File: config.mk
export PLATFORM = sky130hd
export DESIGN_NAME = alu_mb_seq_flat
export DESIGN_NICKNAME = d
export VERILOG_FILES = /design/src/rtl/alu_mb_seq_if.sv /design/src/rtl/alu_mb_seq.sv /design/src/flat_wrapper.sv
export SDC_FILE = /design/constraint.sdc
export NUM_CORES = 1
export LEC_CHECK = 0
export BUFFER_PORTS_ARGS = -buffer_cell sky130_fd_sc_hd__buf_2
export CAP_MARGIN = 20
export CORE_MARGIN = 2
export CORE_UTILIZATION = 44
export CTS_CLUSTER_SIZE = 40
export DETAILED_ROUTE_END_ITERATION = 16
export PLACE_DENSITY = 0.62
export SYNTH_ARGS = -nofsm -noshare
export SYNTH_HDL_FRONTEND = slang
export SYNTH_SLANG_ARGS = --single-unit
File: constraint.sdc
create_clock -name clk -period 2.78 [get_ports clk]
set_clock_uncertainty 0.15 [all_clocks]
set_input_delay 0.556 -clock clk [delete_from_list [all_inputs] [get_ports clk]]
set_output_delay 0.556 -clock clk [all_outputs]
set_load 0.03 [all_outputs]
File: src/rtl/alu_mb_seq_if.sv
// Host-side bus of the multi-byte ALU sequencer: operand writes, start/len, result reads, word flags.
interface alu_mb_seq_if #(
   parameter int W         = 8,
   parameter int MAX_BYTES = 4
);
   localparam int AW = $clog2(MAX_BYTES);
   localparam int LW = $clog2(MAX_BYTES + 1);

   logic          wr_en;
   logic          wr_sel;
   logic [AW-1:0] wr_addr;
   logic [W-1:0]  wr_data;
   logic          start;
   logic          op_sub;
   logic [LW-1:0] len;
   logic          busy;
   logic          done;
   logic [AW-1:0] rd_addr;
   logic [W-1:0]  rd_data;
   logic          f_p, f_z, f_s, f_c, f_ov;

   modport master (
      output wr_en, wr_sel, wr_addr, wr_data, start, op_sub, len, rd_addr,
      input  busy, done, rd_data, f_p, f_z, f_s, f_c, f_ov
   );

   modport slave (
      input  wr_en, wr_sel, wr_addr, wr_data, start, op_sub, len, rd_addr,
      output busy, done, rd_data, f_p, f_z, f_s, f_c, f_ov
   );
endinterface

File: src/rtl/alu_mb_seq.sv
// Multi-byte ADD/SUB sequencer driving an 8-bit ALU one byte per cycle, LSB first, carry chained.
// Optional macro ALU_MB_SEQ_CARRY_IN_EN adds input c_in, used as the carry into byte 0.
module alu_mb_seq #(
   parameter int         W         = 8,
   parameter int         MAX_BYTES = 4,
   parameter logic [2:0] OP_ADD    = 3'd4,
   parameter logic [2:0] OP_SUB    = 3'd5
) (
   input  logic         clk,
   input  logic         rst,
`ifdef ALU_MB_SEQ_CARRY_IN_EN
   input  logic         c_in,
`endif
   alu_mb_seq_if.slave  bus,
   output logic [W-1:0] alu_a,
   output logic [W-1:0] alu_b,
   output logic [2:0]   alu_op,
   output logic         alu_c_in,
   input  logic [W-1:0] alu_out,
   input  logic         alu_p,
   input  logic         alu_z,
   input  logic         alu_s,
   input  logic         alu_c,
   input  logic         alu_ov
);
   localparam int AW = $clog2(MAX_BYTES);
   localparam int LW = $clog2(MAX_BYTES + 1);

   localparam logic [1:0] S_IDLE = 2'd0;
   localparam logic [1:0] S_RUN  = 2'd1;
   localparam logic [1:0] S_DONE = 2'd2;

   localparam logic [LW-1:0] LEN_MAX = LW'(MAX_BYTES);

   logic [1:0]    state;
   logic [AW-1:0] idx;
   logic [LW-1:0] eff_len;
   logic [LW-1:0] len_clamped;
   logic          op_sub_q;
   logic          carry_q;
   logic          z_acc;
   logic          last_byte;
   logic          start_c_in;
   logic          wr_in_range;
   logic          rd_in_range;
   logic          f_p, f_z, f_s, f_c, f_ov;

   logic [W-1:0]  buf_a [MAX_BYTES];
   logic [W-1:0]  buf_b [MAX_BYTES];
   logic [W-1:0]  buf_r [MAX_BYTES];

`ifdef ALU_MB_SEQ_CARRY_IN_EN
   assign start_c_in = c_in;
`else
   assign start_c_in = 1'b0;
`endif

   // Address range checks only matter when MAX_BYTES leaves unused index codes.
   if ((1 << AW) == MAX_BYTES) begin : g_full_range
      assign wr_in_range = 1'b1;
      assign rd_in_range = 1'b1;
   end else begin : g_part_range
      assign wr_in_range = (int'(bus.wr_addr) < MAX_BYTES);
      assign rd_in_range = (int'(bus.rd_addr) < MAX_BYTES);
   end

   assign len_clamped = (bus.len > LEN_MAX) ? LEN_MAX : bus.len;
   assign last_byte   = ((LW'(idx) + LW'(1)) == eff_len);

   // NOTE: sequential state uses non-blocking (<=) so every register samples pre-edge values.
   always_ff @(posedge clk) begin
      if (rst) begin
         state    <= S_IDLE;
         idx      <= '0;
         eff_len  <= '0;
         op_sub_q <= 1'b0;
         carry_q  <= 1'b0;
         z_acc    <= 1'b1;
         {f_p, f_z, f_s, f_c, f_ov} <= '0;
      end else begin
         case (state)
            S_IDLE: begin
               if (bus.start) begin
                  op_sub_q <= bus.op_sub;
                  eff_len  <= len_clamped;
                  idx      <= '0;
                  carry_q  <= start_c_in;
                  z_acc    <= 1'b1;
                  if (len_clamped == '0) begin
                     state <= S_DONE;
                     {f_p, f_z, f_s, f_c, f_ov} <= 5'b01000;
                  end else begin
                     state <= S_RUN;
                  end
               end
            end
            S_RUN: begin
               carry_q <= alu_c;
               z_acc   <= z_acc & alu_z;
               if (last_byte) begin
                  state <= S_DONE;
                  f_p   <= alu_p;
                  f_z   <= z_acc & alu_z;
                  f_s   <= alu_s;
                  f_c   <= alu_c;
                  f_ov  <= alu_ov;
               end else begin
                  idx <= idx + AW'(1);
               end
            end
            S_DONE:  state <= S_IDLE;
            default: state <= S_IDLE;
         endcase
      end
   end

   // NOTE: the byte buffers are plain storage with no reset; contents survive rst by design.
   always_ff @(posedge clk) begin
      if (bus.wr_en && (state != S_RUN) && wr_in_range) begin
         if (bus.wr_sel) buf_b[bus.wr_addr] <= bus.wr_data;
         else            buf_a[bus.wr_addr] <= bus.wr_data;
      end
      if ((state == S_RUN) && !rst) buf_r[idx] <= alu_out;
   end

   // NOTE: every output of this block gets a default first, so no latch can be inferred.
   always_comb begin
      alu_a    = '0;
      alu_b    = '0;
      alu_op   = 3'd0;
      alu_c_in = 1'b0;
      if (state == S_RUN) begin
         alu_a    = buf_a[idx];
         alu_b    = buf_b[idx];
         alu_op   = op_sub_q ? OP_SUB : OP_ADD;
         alu_c_in = carry_q;
      end
   end

   assign bus.busy    = (state == S_RUN);
   assign bus.done    = (state == S_DONE);
   assign bus.rd_data = rd_in_range ? buf_r[bus.rd_addr] : '0;
   assign bus.f_p     = f_p;
   assign bus.f_z     = f_z;
   assign bus.f_s     = f_s;
   assign bus.f_c     = f_c;
   assign bus.f_ov    = f_ov;
endmodule

File: src/flat_wrapper.sv
// flat-port wrapper written by rule: the top's interface ports become plain ports
module alu_mb_seq_flat 
#(
   parameter int         W         = 8,
   parameter int         MAX_BYTES = 4,
   parameter logic [2:0] OP_ADD    = 3'd4,
   parameter logic [2:0] OP_SUB    = 3'd5
)
  (clk, rst, alu_a, alu_b, alu_op, alu_c_in, alu_out, alu_p, alu_z, alu_s, alu_c, alu_ov, bus_wr_en, bus_wr_sel, bus_wr_addr, bus_wr_data, bus_start, bus_op_sub, bus_len, bus_rd_addr, bus_busy, bus_done, bus_rd_data, bus_f_p, bus_f_z, bus_f_s, bus_f_c, bus_f_ov);
  alu_mb_seq_if #(.W(W), .MAX_BYTES(MAX_BYTES)) bus_i ();
  input  logic clk;
  input  logic rst;
  output logic [W-1:0] alu_a;
  output logic [W-1:0] alu_b;
  output logic [2:0] alu_op;
  output logic alu_c_in;
  input  logic [W-1:0] alu_out;
  input  logic alu_p;
  input  logic alu_z;
  input  logic alu_s;
  input  logic alu_c;
  input  logic alu_ov;
  input wire logic [$bits(bus_i.wr_en)-1:0] bus_wr_en;
  input wire logic [$bits(bus_i.wr_sel)-1:0] bus_wr_sel;
  input wire logic [$bits(bus_i.wr_addr)-1:0] bus_wr_addr;
  input wire logic [$bits(bus_i.wr_data)-1:0] bus_wr_data;
  input wire logic [$bits(bus_i.start)-1:0] bus_start;
  input wire logic [$bits(bus_i.op_sub)-1:0] bus_op_sub;
  input wire logic [$bits(bus_i.len)-1:0] bus_len;
  input wire logic [$bits(bus_i.rd_addr)-1:0] bus_rd_addr;
  output wire logic [$bits(bus_i.busy)-1:0] bus_busy;
  output wire logic [$bits(bus_i.done)-1:0] bus_done;
  output wire logic [$bits(bus_i.rd_data)-1:0] bus_rd_data;
  output wire logic [$bits(bus_i.f_p)-1:0] bus_f_p;
  output wire logic [$bits(bus_i.f_z)-1:0] bus_f_z;
  output wire logic [$bits(bus_i.f_s)-1:0] bus_f_s;
  output wire logic [$bits(bus_i.f_c)-1:0] bus_f_c;
  output wire logic [$bits(bus_i.f_ov)-1:0] bus_f_ov;
  assign bus_i.wr_en = bus_wr_en;
  assign bus_i.wr_sel = bus_wr_sel;
  assign bus_i.wr_addr = bus_wr_addr;
  assign bus_i.wr_data = bus_wr_data;
  assign bus_i.start = bus_start;
  assign bus_i.op_sub = bus_op_sub;
  assign bus_i.len = bus_len;
  assign bus_i.rd_addr = bus_rd_addr;
  assign bus_busy = bus_i.busy;
  assign bus_done = bus_i.done;
  assign bus_rd_data = bus_i.rd_data;
  assign bus_f_p = bus_i.f_p;
  assign bus_f_z = bus_i.f_z;
  assign bus_f_s = bus_i.f_s;
  assign bus_f_c = bus_i.f_c;
  assign bus_f_ov = bus_i.f_ov;
  alu_mb_seq #(.W(W), .MAX_BYTES(MAX_BYTES), .OP_ADD(OP_ADD), .OP_SUB(OP_SUB)) u_core (.clk(clk), .rst(rst), .bus(bus_i), .alu_a(alu_a), .alu_b(alu_b), .alu_op(alu_op), .alu_c_in(alu_c_in), .alu_out(alu_out), .alu_p(alu_p), .alu_z(alu_z), .alu_s(alu_s), .alu_c(alu_c), .alu_ov(alu_ov));
endmodule
Yosys cells after proc, flatten, opt, wreduce, memory -nomap -nowiden. Memory sizes are Yosys's and may differ from the RTL's. A register that Yosys moved wholly into a read port is not among the register bits. Cells that the tools add are included.

Register bits after elaboration: 15. Latch bits: 0. Memory bits (writable): 96. Memory bits (read-only): 0. Input bits: 34. Output and inout bits: 35. Word-level logic and storage cells: 80. Memories kept: 3.

Memories: u_core.buf_a (words 4, width 8, rd ports 1, clocked after memory_dff 1, wr ports 1, line alu_mb_seq.sv:48) `logic [W-1:0] buf_a [MAX_BYTES];`; u_core.buf_b (words 4, width 8, rd ports 1, clocked after memory_dff 1, wr ports 1, line alu_mb_seq.sv:49) `logic [W-1:0] buf_b [MAX_BYTES];`; u_core.buf_r (words 4, width 8, rd ports 1, clocked after memory_dff 0, wr ports 1, line alu_mb_seq.sv:50) `logic [W-1:0] buf_r [MAX_BYTES];`.

Add/subtract/negate cells: 2. Multiply operators: 0. Divide/modulo/power cells: 0. Order comparisons: 1. Equality and inequality tests: 8. Shift-type cells: 0. Mux-type cells: 43. Bitwise operators: 1. Reduce and logical (&&, ||, !) cells: 11.

Operators with widths (count): 1-bit 2-to-1 mux (21); 2-bit 2-to-1 mux (9); 8-bit 2-to-1 mux (2); 1-bit case mux with 2 select lines (7); 2-bit case mux with 2 select lines (2); 3-bit 2-to-1 mux (2); 2-bit by 1-bit != test with 1-bit output (second input constant) (3); 2-bit AND reduction (3); 2-bit != test (second input constant) (2); 4-bit AND reduction (1); 2-bit by 1-bit adder with 3-bit output (second input constant) (1); 3-bit == test (1); 3-bit > comparator (second input constant) (1); 3-bit logical NOT (1); 3-bit AND reduction (1); 2-bit by 1-bit adder with 2-bit output (second input constant) (1); 2-bit by 1-bit == test with 1-bit output (second input constant) (1); 2-bit == test (second input constant) (1); 1-bit logical AND (2); 2-bit logical NOT (1); 2-bit nonzero test (1); 1-bit bitwise AND (1); 1-bit logical NOT (1).

Depth between registers and ports, before layout. Gate-level depths: netlist of run 1.

Depth in word-level cells: 6. Gate-level depth with buffers: 6. Mapped depth without buffers: 5.

Least setup slack after synthesis of run 1. OpenSTA, ideal clock, no wires.

Path kind: reg2out. Start: register u_core.state[1]. End: output port alu_a[5]. Data arrival time: 1.484 ns. Data required time: 2.074 ns. Setup slack: 0.590 ns. Cell stages (with the launch flop): 6. Path buffers: 2. Path through: dfxtp_1 -> nand2b_1 -> buf_6 -> inv_1 -> clkbuf_1 -> and2_1.

Word-level cells in the longest chain between the ends: 2.

RTL lines: start, declared (line alu_mb_seq.sv:35) `logic [1:0] state;`; start signal, assigned (line alu_mb_seq.sv:73) `state <= S_IDLE;`; start signal, assigned (line alu_mb_seq.sv:90) `state <= S_DONE;`; start signal, assigned (line alu_mb_seq.sv:93) `state <= S_RUN;`; 2-bit by 1-bit == test with 1-bit output; via bus_busy (line flat_wrapper.sv:31) `output wire logic [$bits(bus_i.busy)-1:0] bus_busy;`; 8-bit 2-to-1 mux (line alu_mb_seq.sv:132) `if (state == S_RUN) begin`; end, declared (line flat_wrapper.sv:13) `output logic [W-1:0] alu_a;`.

The timed path passes the listed nets, and every way through them passes these cells.

==> results of run 1 <==
[layout by cell type (no fill, tap or decap), types with 8 or more instances in the layout]
cell type / instances
mux4_2: 9
buf_4: 15
clkbuf_16: 16
and2_1: 18
nor3_1: 9
mux4_1: 15
nand2_1: 11
dfxtp_1: 17
a21oi_1: 8
edfxtp_1: 96
buf_2: 67
[per-stage QoR]
step	hold WS, ns	area, um^2	setup slack [ns]	total power [mW]
detailed placement	0.2941	5176	0.5423	2.320
CTS	0.09360	5767	0.04700	4.438
global route	0.1041	5767	0.01208	4.550
global placement	0.2890	5176	0.5480	2.313
finish	0.1182	5767	0.06924	4.389
floorplan	0.2817	4636	0.5902	2.203
[power breakdown]
group / leakage, nW / switching [mW] / internal [mW]
logic: 0.834 / 0.233 / 0.151
registers: 1.01 / 0.0178 / 1.88
clock network: 0.279 / 0.806 / 1.30
total: 2.12 / 1.06 / 3.33
[cells by family after synthesis]
group           after synthesis  synth area share [%]
flops                       113                 69.53
simple gates                 70                 9.015
compound gates               17                 2.429
fa+ha+maj                     4                 1.080
xor+xnor                      6                 1.134
other cells                   1               0.08089
buf+inv                      17                 2.078
mux                          32                 14.66
[path summary, 6_finish.rpt]
| kind | from | to |
|---|---|---|
| setup reg to reg | u_core.state[1] | u_core.buf_a[3][0] |
| setup / recovery | flop | alu_b[1] |
| hold reg to reg | u_core.op_sub_q | u_core.op_sub_q |
| hold / removal | alu_out[5] | u_core.buf_r[0][5] |
[sequential cells by signal, indices dropped and copies added, names as in the netlist, named ones only]
name             cells
u_core.bus.f_p       1
u_core.buf_r        32
u_core.op_sub_q      1
u_core.eff_len       3
u_core.state         2
u_core.bus.f_s       1
u_core.idx           2
u_core.buf_a        32
u_core.carry_q       1
u_core.z_acc         1
u_core.bus.f_c       1
u_core.bus.f_ov      1
u_core.bus.f_z       1
u_core.buf_b        32
[layer usage]
layer / track usage, % / up-vias
met5: 0 / -
met4: 7.699 / 0
met3: 4.620 / 16
met2: 25.02 / 62
met1: 20.39 / 1272
li1: - / 1197
[worst max-delay path, cell delays in order (launching register included)]
cell     delay (ns)
dfxtp_1        0.32
buf_6          0.22
mux4_1         0.59
and2_1         0.19
buf_2          0.18
[area by class of cell]
cell class                 count  area share [%]
clock inverter                15           2.994
multi-input combinational    130           22.82
inverter                       3          0.1953
timing repair buffer          83           7.963
sequential                   113           55.89
tap                          136           2.951
clock buffer                  17           7.182
[what timing repair did]
item | 4_1_cts | 5_1_grt
buffers inserted | 0 | 0
hold buffers | 0 | 0
setup endpoints to repair | 2 | 0
gates resized for setup | 1 | 0
==> metrics.md, run 1 <==
| Metric | Value |
|---|---|
| Root buf cell | clkbuf_8 |
| DR vias | ~2.5k |
| Critical-path maximum fanout | 16 |
| Crit Path Class | flop to output port |
| Largest area contributor in the netlist | edfxtp_1 |
| Measured slew at the worst slew-check pin | a little under 0.6 ns |
| DP Cell Count | around 470 |
| Initial Utilization | a little under half |
| DRC | 0 |
| FF/Latch Area | approximately 3200 um^2 |
| Total track usage | between 10% and 20% |
| Cell area after synthesis | 4636 um^2 |
| Final std cells w/o fill | ~500 |
| Die Y | approximately 110 um |
| Antenna cells | 0 |
| #FFs+latches synth | ~110 |
| Max_slew headroom | around 60% |
| Achievable Freq | 368.9 MHz |
| Largest net degree at the start of global routing | 26 |
| R2R Setup Slk | between 0.7 and 0.8 ns |
| Vias in the first global route | 2520 |
| Row cnt | 37 |
| First-pass GRT wire length | about 13 mm |
| Setup TNS | 0 ns |
| Placer Congestion | a little under 0.8 |
| Reg2Reg Depth | 5 |
| Critical Path RT | roughly 2.1 ns |
| CTS Buf Count | 17 |
| Synth Net Count | 298 |
| Top post-synthesis cells by area | edfxtp_1 (62%), mux4_1 (8.5%), dfxtp_1 (7.3%) |
| Post-synth EDFFs | between 90 and 100 |
| FFs w/ async S/R, synth | 0% |
| Initial DRC count | around 140 |
| Layout cell share with drive strength beyond 1 | a little over a third |
| Top cell type's share of synthesized area | between 60% and 70% |
| DR vias/cell | 5.125 |
| Post-layout util | between 50% and 60% |
| H-tree levels | 4 |
| Post-Route WL | 8.524 mm |
| Maximum vdd ir drop | about 0.00054 V |
| Final Setup Violations | 0 |
| Avg Cell Area, Syn | approximately 18 um^2 |
| Final ANT Viol Nets | 0 |
| Period minus WS final | ~2.7 ns |
| Power density over cell area | 761.0 nW/um^2 |
| Final worst-path cycle share | 97.51% |
| Worst skew pair latency | roughly 0.50 ns |
| Pins Over Slew Limit | 0 |
| Layout area overhead | 24.40% |
| Count leader, synth | edfxtp_1 |
| Multi-input logic area | 1316 um^2 |
| Leakage dissipation | around 2.1 nW |
| Clock-pin slew on the worst setup and hold paths | roughly 0.06 ns |
| Sequential share of the synthesized area | between 60% and 70% |
| Mapped Cells | 260 |
| Die width | 106.6 um |
| # fillers | 854 |
| Die area | 11370 um^2 |
| First drt pass iteration count | 4 |
| Count of input and output buffers | 67 |
| Netlist cell types | 38 |
| DP HPWL | between 5 and 6 mm |
| RSZ-0062 raised after global routing | false |
| Global route overflow | 0 |
| Max Used Layer | met4 |
| CTS tree | built |
| Initial antenna violation count | 0 |
| Core ar. | between 10000 and 15000 um^2 |
| WL met3 | 390 um |
| Critical Path AT | 2.00 ns |
| Sink Count | ~110 |
| Max-cap violation count | 0 |
| CTS Buffer Depth | 2 |
| Worst hold-check path type | input port to flop |
| WL per Instance | 17.15 um |
| # IOs | 69 |
| Synth cell count leaders | edfxtp_1 (96), and2_1 (18), dfxtp_1 (17), mux4_1 (15), nand2_1 (11) |
| Critical path launch point type | flop |
| Fin. Hold Viols | 0 |
| Hold Path Depth | 1 |
| Nets | just under 400 |
| Outcome | completed |
| Yosys warning count | 0 |
| Crit end category | output port |
| Met2 WL | 4.207 mm |
| Main synth FF type | edfxtp_1 |
| Wl on met1 | roughly 3.8 mm |
Note: power is estimated with default switching activity, not from simulation.
==> run 2: changes to the inputs <==
clock period = 2.8 ns   (was 2.78 ns; I/O delays follow)
==> run 2 against run 1 <==
Against the previous run: sequential share of layout area increased by 0.26 points; sequential cell count did not move; core utilization shrank 0.26 points; count of clock-buffer cells in the layout rose by 1; first-iteration DRC count up 9.6%; global-route usage shrank 0.057 points; via count is 1.6% lower; total power fell by 3.2%; critical path depth unchanged.
==> metrics.md, run 2 (synthesis gave the netlist of run 1 again) <==
| Metric | Value |
|---|---|
| Outcome | completed |
| Final Setup Violations | 0 (unchanged) |
| Cell-internal power | 3.276 mW (-1.7%) |
| H-tree levels | 4 (unchanged) |
| Area after DPL | 5176 um^2 (unchanged) |
| Max_slew headroom | 60.68% (+0.12 points) |
| Critical path launch point type | flop |
| # fillers | 815 (-4.6%) |
| First drt pass iteration count | 4 (unchanged) |
| # resized after CTS | 0 (-1) |
| Final worst-path cycle share | between 90% and 100% |
| # IOs | 69 (unchanged) |
| Worst skew pair latency | 0.50 ns (about the same) |
| CP peak stage delay | 0.57 ns (-0.02 ns) |
| DP HPWL | 5.485 mm (-2.8%) |
| Initial DRC count | 148 (+9.6%) |
| WL per Instance | 16.74 um (-2.4%) |
| Measured slew at the worst slew-check pin | 0.5872 ns (-0.001758 ns) |
| Critical-path maximum fanout | 16 (unchanged) |
| Antenna cells | 0 (unchanged) |
| First-pass GRT wire length | 13.12 mm (-0.58%) |
| Layout cell share with drive strength beyond 1 | 35.73% (-0.55 points) |
| Placer Congestion | 0.7624 (-0.76%) |
| Achievable Freq | around 370 MHz |
| Crit end category | output port |
| Critical Path RT | 2.09 ns (+0.02 ns) |
| Setup TNS | 0 ns (unchanged) |
| Layout area overhead | 23.83% |
| Die width | 106.6 um (unchanged) |
| Global route overflow | 0 (unchanged) |
| Final Instance Area | 5741 um^2 (-0.46%) |
| Sink Count | 113 (unchanged) |
| Vias in the first global route | 2535 (+0.60%) |
| Sw Ratio | 22.87% (-1.2 points) |
| Largest regs | u_core.buf_a x32, u_core.buf_b x32, u_core.buf_r x32 |
| Die Y | 106.6 um (unchanged) |
| CTS tree | built |
| DRC | 0 (unchanged) |
| Leakage dissipation | 2.101 nW (-0.87%) |
| RSZ-0062 raised after global routing | false |
| Net switching power | 0.9715 mW (-8.1%) |
| Initial Utilization | 45.11% (unchanged) |
| Commonest non-fill, non-tap cell in the layout | edfxtp_1 |
| Power density over cell area | 739.9 nW/um^2 (-2.8%) |
| Maximum vdd ir drop | 0.0004675 V (-13%) |
| Largest net degree at the start of global routing | 26 (unchanged) |
| DR vias | 2506 (-1.6%) |
| Crit Path Class | flop to output port |
| Critical Path AT | 1.98 ns (-0.02 ns) |
| Top Family by Delay on Critical Path | multiplexers |
| Post-CTS Setup Bufs | 0 (unchanged) |
| Total track usage | 15.86% (-0.057 points) |
| Count of input and output buffers | 67 (unchanged) |
| Core ar. | 10280 um^2 (unchanged) |
| Hold_buf cts | 0 (unchanged) |
| Post-Route WL | 8.321 mm (-2.4%) |
| Clock share of power | 46.6% (-1.4 points) |
| Buf/Inv on CP | 2 (unchanged) |
| Final ANT Viol Nets | 0 (unchanged) |
| Nets | 386 (unchanged) |
| Share of power burned in combinational logic | 8.9% (+0.2 points) |
| CTS Buf Count | 17 (unchanged) |
| Row cnt | 37 (unchanged) |
| Root buf cell | clkbuf_8 |
| Die area | 11370 um^2 (unchanged) |
| Fin. Hold Viols | 0 (unchanged) |
| Max-cap violation count | 0 (unchanged) |
| Period minus WS final | about 2.7 ns |
| Clock-pin slew on the worst setup and hold paths | 0.05 ns (about the same) |
| DR vias/cell | 5.042 (-1.6%) |
| Worst hold-check path type | input port to flop |
| Commonest cells after routing, fill and taps aside | edfxtp_1 (96), buf_2 (67), and2_1 (18) |
| Initial antenna violation count | 0 (unchanged) |
| Register share of total power | 44.4% (+1.1 points) |
| Slowest CP cell | mux4_1 |
| Pins Over Slew Limit | 0 (unchanged) |
| CTS Buffer Depth | 2 (unchanged) |
| Worst path cell trace | buf_6 -> mux4_1 -> and2_1 -> buf_2 |
==> run 2: cell types whose count changed in the layout (fill, tap and decap cells not counted) <==
cell | before | now
clkinvlp_4 | 3 | 5
clkbuf_1 | 0 | 1
clkinv_1 | 0 | 1
clkinv_2 | 0 | 3
inv_8 | 1 | 0
inv_6 | 6 | 0
==> run 2: layer usage <==
metal	vias to the layer above	global-route usage (%)	wire length, um
met2	58	25.57	4239
met5	-	0	0
met3	14	5.471	299
met4	0	6.494	160
met1	1237	19.67	3622
li1	1197	-	-
==> run 2: layout make-up <==
| class | instances | area [um^2] | share of cell area, % |
|---|---|---|---|
| Clock buffer | 18 | 417.9 | 7.280 |
| Clock inverter | 14 | 142.6 | 2.485 |
| Inverter | 3 | 11.26 | 0.1962 |
| Multi-Input combinational cell | 130 | 1316 | 22.93 |
| Sequential cell | 113 | 3223 | 56.15 |
| Tap cell | 136 | 170.2 | 2.964 |
| Timing Repair Buffer | 83 | 459.2 | 7.999 |
==> run 2: path summary, 6_finish.rpt <==
| path | from | endpoint | slack (ns) | cells past startpoint |
|---|---|---|---|---|
| min reg2reg | u_core.op_sub_q | u_core.op_sub_q | 0.30 | 2 |
| max | flop | alu_b[1] | 0.11 | 4 |
| min | alu_out[5] | u_core.buf_r[2][5] | 0.14 | 1 |
| max reg2reg | u_core.idx[0] | u_core.bus.f_p | 0.74 | 5 |
==> run 2: power groups by stage <==
stage / sequential [mW] / combinational [mW] / clock, mW
2_1_floorplan: 1.92 / 0.264 / 0
3_3_place_gp: 1.92 / 0.376 / 0
6_report: 1.89 / 0.380 / 1.98
4_1_cts: 1.89 / 0.384 / 2.03
3_5_place_dp: 1.92 / 0.382 / 0
5_1_grt: 1.89 / 0.412 / 2.12
==> run 2: metrics by stage <==
| step | hold slack (ns) | total power, mW | setup slack [ns] | utilization (%) | instances |
|---|---|---|---|---|---|
| 3_3_place_gp | 0.2890 | 2.296 | 0.5635 | 50.37 | 465 |
| 5_1_grt | 0.1045 | 4.416 | 0.03736 | 55.86 | 497 |
| 3_5_place_dp | 0.2947 | 2.303 | 0.5575 | 50.37 | 465 |
| 2_1_floorplan | 0.2817 | 2.187 | 0.6062 | - | 260 |
| 4_1_cts | 0.1155 | 4.297 | 0.01438 | 55.82 | 497 |
| 6_report | 0.1356 | 4.247 | 0.1076 | 55.86 | 497 |
==> run 3: changes to the inputs <==
REMOVE_ABC_BUFFERS = 1   (was not set)
==> run 3 against run 2 <==
Against the previous run: worst hold slack got worse by 0.019 ns; combinational power about the same; largest power group is now sequential cells; highest routed layer unchanged; maximum frequency decreased by 0.53%.
==> metrics.md, run 3 (synthesis gave the netlist of run 1 again) <==
| Metric | Value |
|---|---|
| First-pass GRT wire length | 12.94 mm (-1.4%) |
| Largest regs | u_core.buf_a x32, u_core.buf_b x32, u_core.buf_r x32 |
| Critical-path maximum fanout | 16 (unchanged) |
| Initial Utilization | 45.11% (unchanged) |
| Initial DRC count | 120 (-19%) |
| Post-Route WL | 8.223 mm (-1.2%) |
| Power density over cell area | 714.8 nW/um^2 (-3.4%) |
| Sink Count | 113 (unchanged) |
| Fin. Hold Viols | 0 (unchanged) |
| Layout cell share with drive strength beyond 1 | 33.98% (-1.8 points) |
| Outcome | completed |
| RSZ-0062 raised after global routing | false |
| Achievable Freq | 369.4 MHz (-0.53%) |
| First drt pass iteration count | 4 (unchanged) |
| # IOs | 69 (unchanged) |
| Total track usage | 15.94% (+0.081 points) |
| Crit Path Class | flop to output port |
| Initial antenna violation count | 0 (unchanged) |
| Critical Path RT | 2.09 ns (about the same) |
| Root buf cell | clkbuf_8 |
| Overall Power | 4.067 mW (-4.3%) |
| Layout area overhead | 22.73% |
| Period minus WS final | 2.707 ns (+0.01447 ns) |
| Net switching power | 0.9045 mW (-6.9%) |
| Critical path launch point type | flop |
| Placer Congestion | 0.7460 (-2.2%) |
| Leakage dissipation | 2.077 nW (-1.2%) |
| CTS tree | built |
| Commonest cells after routing, fill and taps aside | edfxtp_1 (96), buf_2 (67), and2_1 (18) |
| Die width | 106.6 um (unchanged) |
| CTS Buffer Depth | 2 (unchanged) |
| Area after DPL | 5176 um^2 (unchanged) |
| Setup ws final | 0.09308 ns (-0.01447 ns) |
| Row cnt | 37 (unchanged) |
| Grt met1 use | 20.73% (+1.1 points) |
| Final ANT Viol Nets | 0 (unchanged) |
| Clock-pin slew on the worst setup and hold paths | 0.05 ns (about the same) |
| Pins Over Slew Limit | 0 (unchanged) |
| DR vias/cell | 5.018 (-0.48%) |
| Setup TNS | 0 ns (unchanged) |
| CTS Buf Count | 17 (unchanged) |
| Nets | 386 (unchanged) |
| Most Crowded Layer GR | met2 |
| Die Y | 106.6 um (unchanged) |
| Crit end category | output port |
| DR vias | 2484 (-0.88%) |
| Die area | 11370 um^2 (unchanged) |
| Largest net degree at the start of global routing | 26 (unchanged) |
| Cell-internal power | 3.162 mW (-3.5%) |
| Sw Ratio | 22.24% (-0.63 points) |
| Share of power burned in combinational logic | 9.4% (+0.5 points) |
| Maximum vdd ir drop | 0.0003429 V (-27%) |
| Hold_buf cts | 0 (unchanged) |
| Vias in the first global route | 2473 (-2.4%) |
| Max-cap violation count | 0 (unchanged) |
| Register share of total power | 46.5% (+2.1 points) |
| Final worst-path cycle share | 96.68% (+0.52 points) |
| Antenna cells | 0 (unchanged) |
| DP HPWL | 5.234 mm (-4.6%) |
| H-tree levels | 4 (unchanged) |
| Count of input and output buffers | 67 (unchanged) |
| DRC | 0 (unchanged) |
| Commonest non-fill, non-tap cell in the layout | edfxtp_1 |
| Core ar. | 10280 um^2 (unchanged) |
| Met3 Usage GRT | 6.626% (+1.2 points) |
| Worst skew pair latency | 0.51 ns (about the same) |
| Worst hold-check path type | input port to flop |
| WL per Instance | 16.61 um (-0.78%) |
| Post-placement setup slack | 0.4990 ns (-0.05851 ns) |
| Clock share of power | 44.2% (-2.4 points) |
| Final Instance Area | 5689 um^2 (-0.89%) |
| Final Setup Violations | 0 (unchanged) |
| Global route overflow | 0 (unchanged) |
| Critical Path AT | 2.00 ns (+0.02 ns) |
| GRT met2 Usage | 24.02% (-1.5 points) |
## run 3: cell count changes in the layout (fill, tap and decap cells not counted)
cell,change
clkinv_1,+4
clkinv_4,-3
clkinvlp_4,-3
clkbuf_1,+2
buf_12,+1
buf_6,-1
bufinv_16,-1
inv_1,-1
## run 3: power groups by stage
stage               logic [mW]  clock network, mW  registers [mW]
floorplan                0.228                  0            1.93
finish                   0.382               1.80            1.89
CTS                      0.384               1.84            1.89
global placement         0.377                  0            1.92
global route             0.416               1.92            1.89
detailed placement       0.381                  0            1.92
## run 3: final timing paths
| path | from | endpoint | slack [ns] | cells past startpoint |
|---|---|---|---|---|
| worst max-delay path | flop | alu_b[2] | 0.09 | 4 |
| worst min-delay path | alu_out[4] | u_core.buf_r[3][4] | 0.12 | 1 |
| worst max register to register | u_core.idx[0] | u_core.bus.f_s | 0.75 | 5 |
| worst min register to register | u_core.op_sub_q | u_core.op_sub_q | 0.30 | 2 |
## run 3: area by class of cell
cell class / instances / area (um^2)
flip-flops and latches: 113 / 3223
multi-input cells: 130 / 1316
clock buffers: 20 / 425.4
fillers: 839 / 4588
repair buffers: 83 / 467.9
well taps: 136 / 170.2
clock inverters: 10 / 71.32
inverters: 3 / 15.01
## run 3: what timing repair did
item	4_1_cts	5_1_grt
cloned	0	0
gates resized for setup	1	3
buffers inserted	0	0
setup endpoints to repair	2	10
## run 3: through the flow
stage	hold WS, ns	std cells	util [%]
detailed placement	0.3011	465	50.37
global placement	0.2907	465	50.37
finish	0.1166	495	55.36
floorplan	0.2757	246	-
CTS	0.08628	495	55.24
global route	0.08432	495	55.36
## run 3: worst max-delay path, cell delays in order (launching register included)
cell and delay (ns):
dfxtp_1 0.35, buf_12 0.18, mux4_1 0.60, and2_1 0.18
buf_2 0.17
## run 3: routing by layer
metal	routed length, um	share of wire (%)
met5	0	0
met4	114	1.4
met3	414	5.0
met2	4055	49
met1	3638	44
